`src/rtl/hyperram_lb_pkg.sv`:
```
// hyperram_lb_pkg: shared constants and state encoding for the HyperRAM local-bus master.
package hyperram_lb_pkg;
    localparam logic [31:0] CMD_WR = 32'h0000_0001;
    localparam logic [31:0] CMD_RD = 32'h0000_0002;
    localparam int REG_CMD  = 0;
    localparam int REG_ADDR = 1;
    localparam int REG_DATA = 2;
    localparam int REG_STAT = 3;
    typedef enum logic [3:0] {
        IDLE, WR_ADDR, WR_DATA, WR_CMD, WR_WAIT,
        RD_ADDR, RD_CMD, RD_REQ, RD_WAIT, ACK, ERR
    } lb_state_t;
endpackage

```
`src/rtl/hyperram_lb_master.sv`:
```
// hyperram_lb_master: Wishbone classic responder that turns single 32-bit accesses
// into address/data/command register writes on the hyper_dword local bus.
module hyperram_lb_master
    import hyperram_lb_pkg::*;
#(
    parameter int AW         = 24,
    parameter int WR_HOLDOFF = 32,
    parameter int RD_TIMEOUT = 256
) (
    input  logic          clk,
    input  logic          reset,
    input  logic          wb_cyc_i,
    input  logic          wb_stb_i,
    input  logic          wb_we_i,
    input  logic [AW-1:0] wb_adr_i,
    input  logic [31:0]   wb_dat_i,
    input  logic [3:0]    wb_sel_i,
    output logic [31:0]   wb_dat_o,
    output logic          wb_ack_o,
    output logic          wb_err_o,
    output logic          lb_cs_reg0,
    output logic          lb_cs_reg1,
    output logic          lb_cs_reg2,
    output logic          lb_cs_reg3,
    output logic          lb_wr,
    output logic          lb_rd,
    output logic [31:0]   lb_wr_d,
    input  logic [31:0]   lb_rd_d,
    input  logic          lb_rd_rdy
);
    localparam int CW = $clog2(WR_HOLDOFF > RD_TIMEOUT ? WR_HOLDOFF : RD_TIMEOUT) + 1;

    lb_state_t     state_q, state_d;
    logic [CW-1:0] cnt_q, cnt_d;
    logic [AW-3:0] adr_q, adr_d;
    logic [31:0]   wdat_q, wdat_d, rdat_q, rdat_d, wd_q, wd_d;
    logic [3:0]    cs_q, cs_d;
    logic          abort_q, abort_d, ack_q, ack_d, err_q, err_d, wr_q, wr_d, rd_q, rd_d;
    logic          aborted, is_addr, is_cmd, is_data;
    logic          unused_adr;

    assign unused_adr = &{1'b0, wb_adr_i[1:0]};

    always_comb begin
        state_d = state_q;
        cnt_d   = cnt_q;
        adr_d   = adr_q;
        wdat_d  = wdat_q;
        rdat_d  = rdat_q;
        // A dropped cycle only suppresses the termination; the local bus always finishes.
        aborted = abort_q | ~wb_cyc_i;
        case (state_q)
            IDLE: if (wb_cyc_i && wb_stb_i) begin
                adr_d   = wb_adr_i[AW-1:2];
                wdat_d  = wb_dat_i;
                state_d = wb_sel_i != 4'hF ? ERR : wb_we_i ? WR_ADDR : RD_ADDR;
            end
            WR_ADDR: state_d = WR_DATA;
            WR_DATA: state_d = WR_CMD;
            WR_CMD: begin
                state_d = WR_WAIT;
                cnt_d   = CW'(WR_HOLDOFF - 1);
            end
            WR_WAIT: begin
                state_d = cnt_q == '0 ? ACK : WR_WAIT;
                cnt_d   = cnt_q - CW'(1);
            end
            RD_ADDR: state_d = RD_CMD;
            RD_CMD: begin
                state_d = RD_REQ;
                cnt_d   = CW'(RD_TIMEOUT - 1);
            end
            RD_REQ, RD_WAIT: begin
                state_d = lb_rd_rdy ? ACK : cnt_q == '0 ? ERR : RD_WAIT;
                rdat_d  = lb_rd_rdy ? lb_rd_d : rdat_q;
                cnt_d   = cnt_q - CW'(1);
            end
            default: state_d = IDLE;
        endcase
        abort_d = state_q != IDLE && aborted;
        rdat_d  = state_d == ERR ? '0 : rdat_d;
        ack_d   = state_d == ACK && !aborted;
        err_d   = state_d == ERR && !aborted;
        is_addr = state_d == WR_ADDR || state_d == RD_ADDR;
        is_cmd  = state_d == WR_CMD || state_d == RD_CMD;
        is_data = state_d == WR_DATA || state_d == RD_REQ;
        cs_d    = (4'(is_cmd) << REG_CMD) | (4'(is_addr) << REG_ADDR) | (4'(is_data) << REG_DATA);
        wr_d    = is_addr || is_cmd || state_d == WR_DATA;
        rd_d    = state_d == RD_REQ;
        wd_d    = is_addr ? 32'(adr_d) : state_d == WR_DATA ? wdat_q :
                  state_d == WR_CMD ? CMD_WR : state_d == RD_CMD ? CMD_RD : '0;
    end

    always_ff @(posedge clk or posedge reset) begin
        if (reset) begin
            state_q <= IDLE;
            cnt_q   <= '0;
            adr_q   <= '0;
            wdat_q  <= '0;
            rdat_q  <= '0;
            wd_q    <= '0;
            cs_q    <= '0;
            abort_q <= 1'b0;
            ack_q   <= 1'b0;
            err_q   <= 1'b0;
            wr_q    <= 1'b0;
            rd_q    <= 1'b0;
        end else begin
            state_q <= state_d;
            cnt_q   <= cnt_d;
            adr_q   <= adr_d;
            wdat_q  <= wdat_d;
            rdat_q  <= rdat_d;
            wd_q    <= wd_d;
            cs_q    <= cs_d;
            abort_q <= abort_d;
            ack_q   <= ack_d;
            err_q   <= err_d;
            wr_q    <= wr_d;
            rd_q    <= rd_d;
        end
    end

    assign wb_dat_o   = rdat_q;
    assign wb_ack_o   = ack_q;
    assign wb_err_o   = err_q;
    assign lb_cs_reg0 = cs_q[REG_CMD];
    assign lb_cs_reg1 = cs_q[REG_ADDR];
    assign lb_cs_reg2 = cs_q[REG_DATA];
    assign lb_cs_reg3 = cs_q[REG_STAT];
    assign lb_wr      = wr_q;
    assign lb_rd      = rd_q;
    assign lb_wr_d    = wd_q;
endmodule

```
`config.mk`:
```
export PLATFORM = sky130hd
export DESIGN_NAME = hyperram_lb_master
export DESIGN_NICKNAME = d
export VERILOG_FILES = /design/src/rtl/hyperram_lb_pkg.sv /design/src/rtl/hyperram_lb_master.sv
export SDC_FILE = /design/constraint.sdc
export NUM_CORES = 1
export LEC_CHECK = 0
export BUFFER_PORTS_ARGS = -buffer_cell sky130_fd_sc_hd__clkbuf_2
export CORE_MARGIN = 2
export CORE_UTILIZATION = 50
export DETAILED_ROUTE_END_ITERATION = 8
export GPL_TIMING_DRIVEN = 0
export MAX_ROUTING_LAYER = met4
export PLACE_DENSITY = 0.79
export SLEW_MARGIN = 40
export SYNTH_ARGS = -nofsm -noshare
export SYNTH_HDL_FRONTEND = slang
export SYNTH_SLANG_ARGS = --single-unit
```
`constraint.sdc`:
```
create_clock -name clk -period 4.16 [get_ports clk]
set_clock_uncertainty 0.05 [all_clocks]
set_input_delay 0.208 -clock clk [delete_from_list [all_inputs] [get_ports clk]]
set_output_delay 0.208 -clock clk [all_outputs]
set_load 0.005 [all_outputs]
```
==> results.ini, run 1 <==
[sta]
timing.fmax_mhz = 452
slew_violations = 0
final.setup.tns_ps = 0
period_share = 0.532
worstMarginPinSlew_ps = 594
slew_headroom = 0.603
setup-violations-final = 0
rsz0062_at_grt = false
finalHoldViolations = 0
min_period_ps = 2210

[finish]
fin_area_um2 = 7740
nets = 789
syn2layout_area_growth_pct = 48.7
antenna_cells = 0
drive_gt1_frac = 0.389

[synthesis]
synth_edf_count = 0
synth.distinct_cells = 59
synthArstFlopShare = 1.00
synthCells = 414
syn_area_per_cell_um2 = 12.6
synth_warnings = 0
ys_seq_area_frac = 0.562
synth_nets = 514
ys_seq_elements = 117
synth_area_um2 = 5210
ys.flop_type = dfrtp_1

[routing]
routed_via_density = 5.50
drt-pass1-iter-count = 5
ant_nets = 0
drtIter0Drc = 266
wl_per_cell_um = 18.4
remaining_drc_errors = 0
vias = 4613
wirelength_um = 15500

[setup_path]
path_cells = buf_2, or2_1, buf_2, nor3_1, clkbuf_1, a32o_1
timing.rr.start = state_q[3]
reg2reg_setup_slack_ps = 1950
r2r_end = lb_wr_d[10]
critPathMostFrequentCell = buf_2
arrival_ps = 2610
rr_worst_depth = 6
critPathMaxStageDelay_ps = 450
crit_buf_inv = 3
worstSetupPathType = reg -> reg
cp_top_family = buffers and inverters
crit_path_end_kind = flip-flop
path_max_fanout = 10
slowest_stage = clkbuf_1
critPathRequiredTime_ps = 4550
cp-start-kind = flip-flop

[power]
p_seq_frac = 0.344
p_leak_nw = 3.92
intPower_mw = 3.33
combPwrFrac = 0.373
p_per_area_nw_per_um2 = 676
clock_power_share = 0.284
power.net_switching_mw = 1.90
ir_drop_mv = 0.370
p_sw_frac = 0.364

[floorplan]
io_pins = 170
core_um2 = 10200
die_height_um = 106
rows = 37
die_area_um2 = 11200
die_w_um = 106
initial_core_util = 0.509

[global_routing]
grt_max_degree = 61
antenna_found_initial = 0
grt_usage = 0.293
grt_first_pass_wirelength_um = 24800
overflow = 0
grt_pass1_vias = 4854

[clock_network]
ctsRootBufferMaster = clkbuf_8
clk_latency_ps = 520
cts_tree = done
path_clk_slew_ps = 60
clock_sinks = 117
htree_num_levels = 4
cts_setup_buffers = 0
ctsLongestPathBuffers = 2
numCtsBuffers = 17

[min_path]
min_to = wb_err_o
min_from = lb_rd_rdy
hold_path_depth = 4
hold_path.class = in -> reg

[placed_design]
gp_congestion = 0.884
place_area_um2 = 6240
port-buffer-count = 166
dp_hpwl_um = 8790

[status]
outcome = completed

[flow_run]
drv_cap = 0

per-stage QoR:
step	hold WS, ps	utilization	std cells	setup WS [ps]	power, mW
4_1_cts	38.4	0.756	838	1990	5.17
5_1_grt	70.9	0.757	838	1840	5.53
3_3_place_gp	364	0.607	716	-332	3.52
3_5_place_dp	217	0.610	717	1990	3.62
6_report	57.7	0.757	838	1950	5.24
2_1_floorplan	247	-	414	801	3.03
sequential cells by signal, indices dropped and copies added, names as in the netlist:
register and cells:
abort_q 1, cnt_q 9, cs_q 3, lb_rd 1, lb_wr 1, lb_wr_d 32
state_q 4, wb_ack_o 1, wb_dat_o 32, wb_err_o 1, wdat_q 32
metal layers:
layer,up-vias,share of wire,track usage
met5,-,0,-
met4,0,0.025,0.118
met3,41,0.070,0.0693
met2,247,0.50,0.481
met1,2262,0.40,0.353
li1,2063,-,-
worst max-delay path by stage:
stage | from | to | cells after the start | slack [ps]
detailed placement | cnt_q[1] | wb_dat_o[22] | 8 | 1990
global placement | reset | lb_wr_d[25] | 2 | -330
floorplan | reset | abort_q | 1 | 800
CTS | cnt_q[1] | wb_dat_o[22] | 8 | 1990
finish | state_q[3] | lb_wr_d[10] | 6 | 1950
global route | state_q[3] | lb_wr_d[10] | 6 | 1840
layout by cell type, fill, tap and decap left out, types with 13 or more instances in the layout:
cell,instances
nor2_1,13
mux2_1,22
dfrtp_1,117
a32o_1,20
clkbuf_16,16
dlygate4sd3_1,89
a21oi_1,19
nand3_1,13
a21oi_2,29
clkbuf_2,166
mux2i_1,33
cell type report:
class | instances | area (µm²)
Tap cell | 136 | 170
Multi-Input combinational cell | 251 | 2040
Sequential cell | 117 | 2930
Inverter | 10 | 45.0
Clock inverter | 14 | 175
Timing Repair Buffer | 256 | 1750
Buffer | 36 | 213
Clock buffer | 18 | 428
Fill cell | 573 | 2490
power by group through the flow:
| stage | registers (mW) | clock network, mW | logic (mW) |
|---|---|---|---|
| after floorplan | 1.76 | 0 | 1.27 |
| after global placement | 1.76 | 0 | 1.77 |
| after detailed placement | 1.78 | 0 | 1.83 |
| after CTS | 1.77 | 1.50 | 1.90 |
| after global routing | 1.84 | 1.56 | 2.13 |
| final | 1.80 | 1.48 | 1.95 |
synthesized netlist by cell type, drive strengths merged (2+ instances only):
master  count  area, µm²
dfrtp     117       2930
and3        2       12.5
nor4        3       40.0
o21a        2       15.0
and2       11       68.8
inv        10       37.5
nand3      13       65.1
clkbuf     12       45.0
nor2b       3       18.8
a21oi      48        349
nand2      13       51.3
or2         3       18.8
nor4b       4       53.8
a32o       20        200
nor3        3       15.0
nor2       13       48.8
ha          2       25.0
a31oi       4       25.0
mux2       32        360
o21ai       9       48.8
o31ai       3       22.5
buf        24        168
or3         2       12.5
o22ai       4       25.0
a21o        2       15.0
a32oi       2       17.5
mux2i      33        330
worst min-delay path: stages:
cell and delay [ps]:
clkbuf_2 150, inv_1 50, o2111ai_1 100, a21oi_1 80
what timing repair did:
| action | in CTS | in global routing |
|---|---|---|
| hold buffers | 89 | 0 |
| setup endpoints to repair | 0 | 0 |
| gates resized for setup | 0 | 0 |
| hold endpoints to repair | 145 | 0 |
logic make-up after synthesis:
group           synth area share
buf+inv                   0.0481
compound gates             0.160
xor+xnor                 0.00168
simple gates              0.0894
mux                        0.133
fa+ha+maj                0.00480
other cells             0.000720
flops                      0.562
Note: power is estimated with default switching activity, not from simulation.
==> run 2, diff against run 1 <==
Settings changed: ABC_AREA from default to 1, CORE_UTILIZATION 50 to 47, PLACE_DENSITY 0.79 to 0.76.
Clock period 4.16 ns to 2 ns, I/O delays scaled along.
==> run 2 against run 1 <==
Against the previous run:
- fmax up 19%
- combinational power up 93%
- routed wire length down 0.12%
- synthesized area up 12%
- register-to-register slack worse by 1800 ps
- die area up 19%
- worst setup slack worse by 1800 ps
- utilization down 4.7 points
- sequential power up 150%
- critical path depth up 1
- worst hold slack better by 61 ps
- global-route usage down 3.6 points
- critical path type unchanged
==> results.ini, run 2 <==
[status]
outcome = completed

[finish]
syn2layout_area_growth_pct = 46.7
fin_area_um2 = 8570  ; +11%
drive_gt1_frac = 0.286  ; -0.103
final_core_util = 0.710  ; -0.0465
instances_no_fill = 1120  ; +34%
final_cell_mix = 270 x nand2_1, 167 x clkbuf_2, 139 x dfrtp_1
final_common_cell = nand2_1
nets = 1038  ; +32%

[synthesis]
synth_edf_count = 0  ; unchanged
syn_area_per_cell_um2 = 8.86  ; -30%
synth_area_um2 = 5840  ; +12%
synthXorXnorAreaFrac = 0.00450  ; +0.00282
synth_area_leaders = dfrtp_1 60%, nand2_1 17%, nand3_1 3.9%
ys_seq_area_frac = 0.596  ; +0.0334
synth_top_area_share = 0.596  ; +0.0334
synth_warnings = 0  ; unchanged
synthTopCellsByCount = 270 x nand2_1, 139 x dfrtp_1, 51 x inv_1
ys_seq_elements = 139  ; +19%
ys.flop_type = dfrtp_1
synth-simple-area-share = 0.267  ; +0.178
synth.mux.area_fraction = 0  ; -0.133
synth_compound_area_frac = 0.0521  ; -0.108
synth_top_family_by_area = simple AND/OR/NAND/NOR gates
synth_most_common_cell = nand2_1
synth_nets = 759  ; +48%
synthAdderAreaFrac = 0.00429  ; -0.000520
synthArstFlopShare = 1.00  ; unchanged
synthCells = 659  ; +59%
synth.distinct_cells = 29  ; -51%
yosys.area.top_type = dfrtp_1

[clock_network]
numCtsBuffers = 17  ; unchanged
clock_sinks = 139  ; +19%
ctsLongestPathBuffers = 2  ; unchanged
cts_tree = done
ctsRootBufferMaster = clkbuf_16
clk_latency_ps = 420  ; -100 ps
path_clk_slew_ps = 60  ; about the same
htree_num_levels = 4  ; unchanged
cts_setup_buffers = 0  ; unchanged

[sta]
worstMarginPinSlew_ps = 523  ; -70.3 ps
min_period_ps = 1860  ; -356 ps
period_share = 0.929  ; +0.397
final.setup.tns_ps = 0  ; unchanged
slew_violations = 0  ; unchanged
hold_slack_ps = 119  ; +61.4 ps
slew_headroom = 0.651  ; +0.0477
setup_ws_ps = 143  ; -1800 ps
timing.fmax_mhz = 538  ; +19%
finalHoldViolations = 0  ; unchanged
rsz0062_at_grt = true
setup-violations-final = 0  ; unchanged

[setup_path]
path_max_fanout = 10  ; unchanged
crit_buf_inv = 2  ; -1
cp-start-kind = flip-flop
crit_path_end_kind = flip-flop
critPathMaxStageDelay_ps = 460  ; about the same
cp_top_family = simple AND/OR/NAND/NOR gates
critPathMostFrequentCell = nand2_1
critical_path_cell_count = 7  ; +1
startpoint = state_q[3]
arrival_ps = 2160  ; -450 ps
path_cells = nor2_4, nand2_1, nor2_2, nand2_1, inv_1, buf_2, a22o_1
rr_worst_depth = 7  ; +1
worstSetupPathType = reg -> reg
slowest_stage = dfrtp_1
critPathRequiredTime_ps = 2300  ; -2250 ps
timing.rr.start = state_q[3]

[routing]
drtIter0Drc = 310  ; +17%
ant_nets = 0  ; unchanged
wl_per_cell_um = 13.8  ; -25%
routed_via_density = 4.74  ; -14%
vias = 5307  ; +15%
wirelength_um = 15400  ; -0.12%
drt-pass1-iter-count = 5  ; unchanged
remaining_drc_errors = 0  ; unchanged

[power]
p_leak_nw = 4.84  ; +24%
power_mw = 11.6  ; +120%
ir_drop_mv = 0.739  ; +99%
p_per_area_nw_per_um2 = 1360  ; +100%

[floorplan]
die_area_um2 = 13300  ; +19%
die_w_um = 115  ; +8.9%
rows = 40  ; +8.1%
core_um2 = 12100  ; +18%
die_height_um = 115  ; +8.9%
io_pins = 170  ; unchanged
initial_core_util = 0.484  ; -0.0249

[min_path]
min_from = wb_sel_i[0]
hold_path.class = in -> reg
hold_path_depth = 4  ; unchanged

[global_routing]
antenna_found_initial = 0  ; unchanged
grt_first_pass_wirelength_um = 25700  ; +3.5%
overflow = 0  ; unchanged
grt_usage = 0.257  ; -0.0362
grt_max_degree = 27  ; -56%
grt_pass1_vias = 5485  ; +13%

[placed_design]
place_area_um2 = 7020  ; +12%
preCtsSetupSlack_ps = 152  ; -1840 ps
dp.cells = 998  ; +39%
dp_hpwl_um = 9670  ; +10%
port-buffer-count = 165  ; -0.60%
gp_congestion = 0.841  ; -4.9%

[flow_run]
drv_cap = 0  ; unchanged

run 2: path summary, 6_finish.rpt:
| path | end | slack, ps |
|---|---|---|
| setup / recovery | lb_wr_d[8] | 140 |
| hold / removal | state_q[3] | 120 |
| min in group asynchronous | wb_dat_o[12] | 170 |
| max in group asynchronous | wdat_q[21] | 940 |
| setup reg to reg | lb_wr_d[8] | 140 |
| hold reg to reg | adr_q[2] | 420 |
run 2: layout make-up:
cell class / instances / area (µm²)
Clock inverter: 15 / 223
Timing Repair Buffer: 260 / 1860
Tap cell: 168 / 210
Inverter: 71 / 270
Clock buffer: 17 / 425
Fill cell: 886 / 3490
Multi-Input combinational cell: 419 / 1920
Buffer: 30 / 179
Sequential cell: 139 / 3480
Antenna cell: 1 / 2.50
run 2: worst min-delay path: stages:
cell and delay, ps:
clkbuf_2 80, nand2_1 120, o21ai_0 120, nand3_2 120
run 2: cell families after synthesis:
| group | Yosys count |
|---|---|
| and+or+nand+nor | 370 |
| DFF | 139 |
| buffers and inverters | 101 |
| AOI/OAI and AO/OA | 43 |
| xor gates and xnor gates | 3 |
| adders and majority gates | 2 |
| other | 1 |
run 2: repair_timing:
action                                  4_1_cts  5_1_grt
endpoints found under the setup margin        0       14
hold buffers                                 89        0
resized for setup                             0        5
endpoints found under the hold margin       182        0
run 2: per-layer routing:
metal / track usage / wire length [µm]
met1: 0.294 / 6020
met2: 0.437 / 8040
met3: 0.0601 / 954
met4: 0.105 / 418
met5: - / 0
run 2: power by group:
group | internal (mW) | leakage (nW) | switching [mW]
sequential | 3.91 | 1.80 | 0.545
combinational | 1.52 | 2.74 | 2.24
clock | 2.21 | 0.309 | 1.19
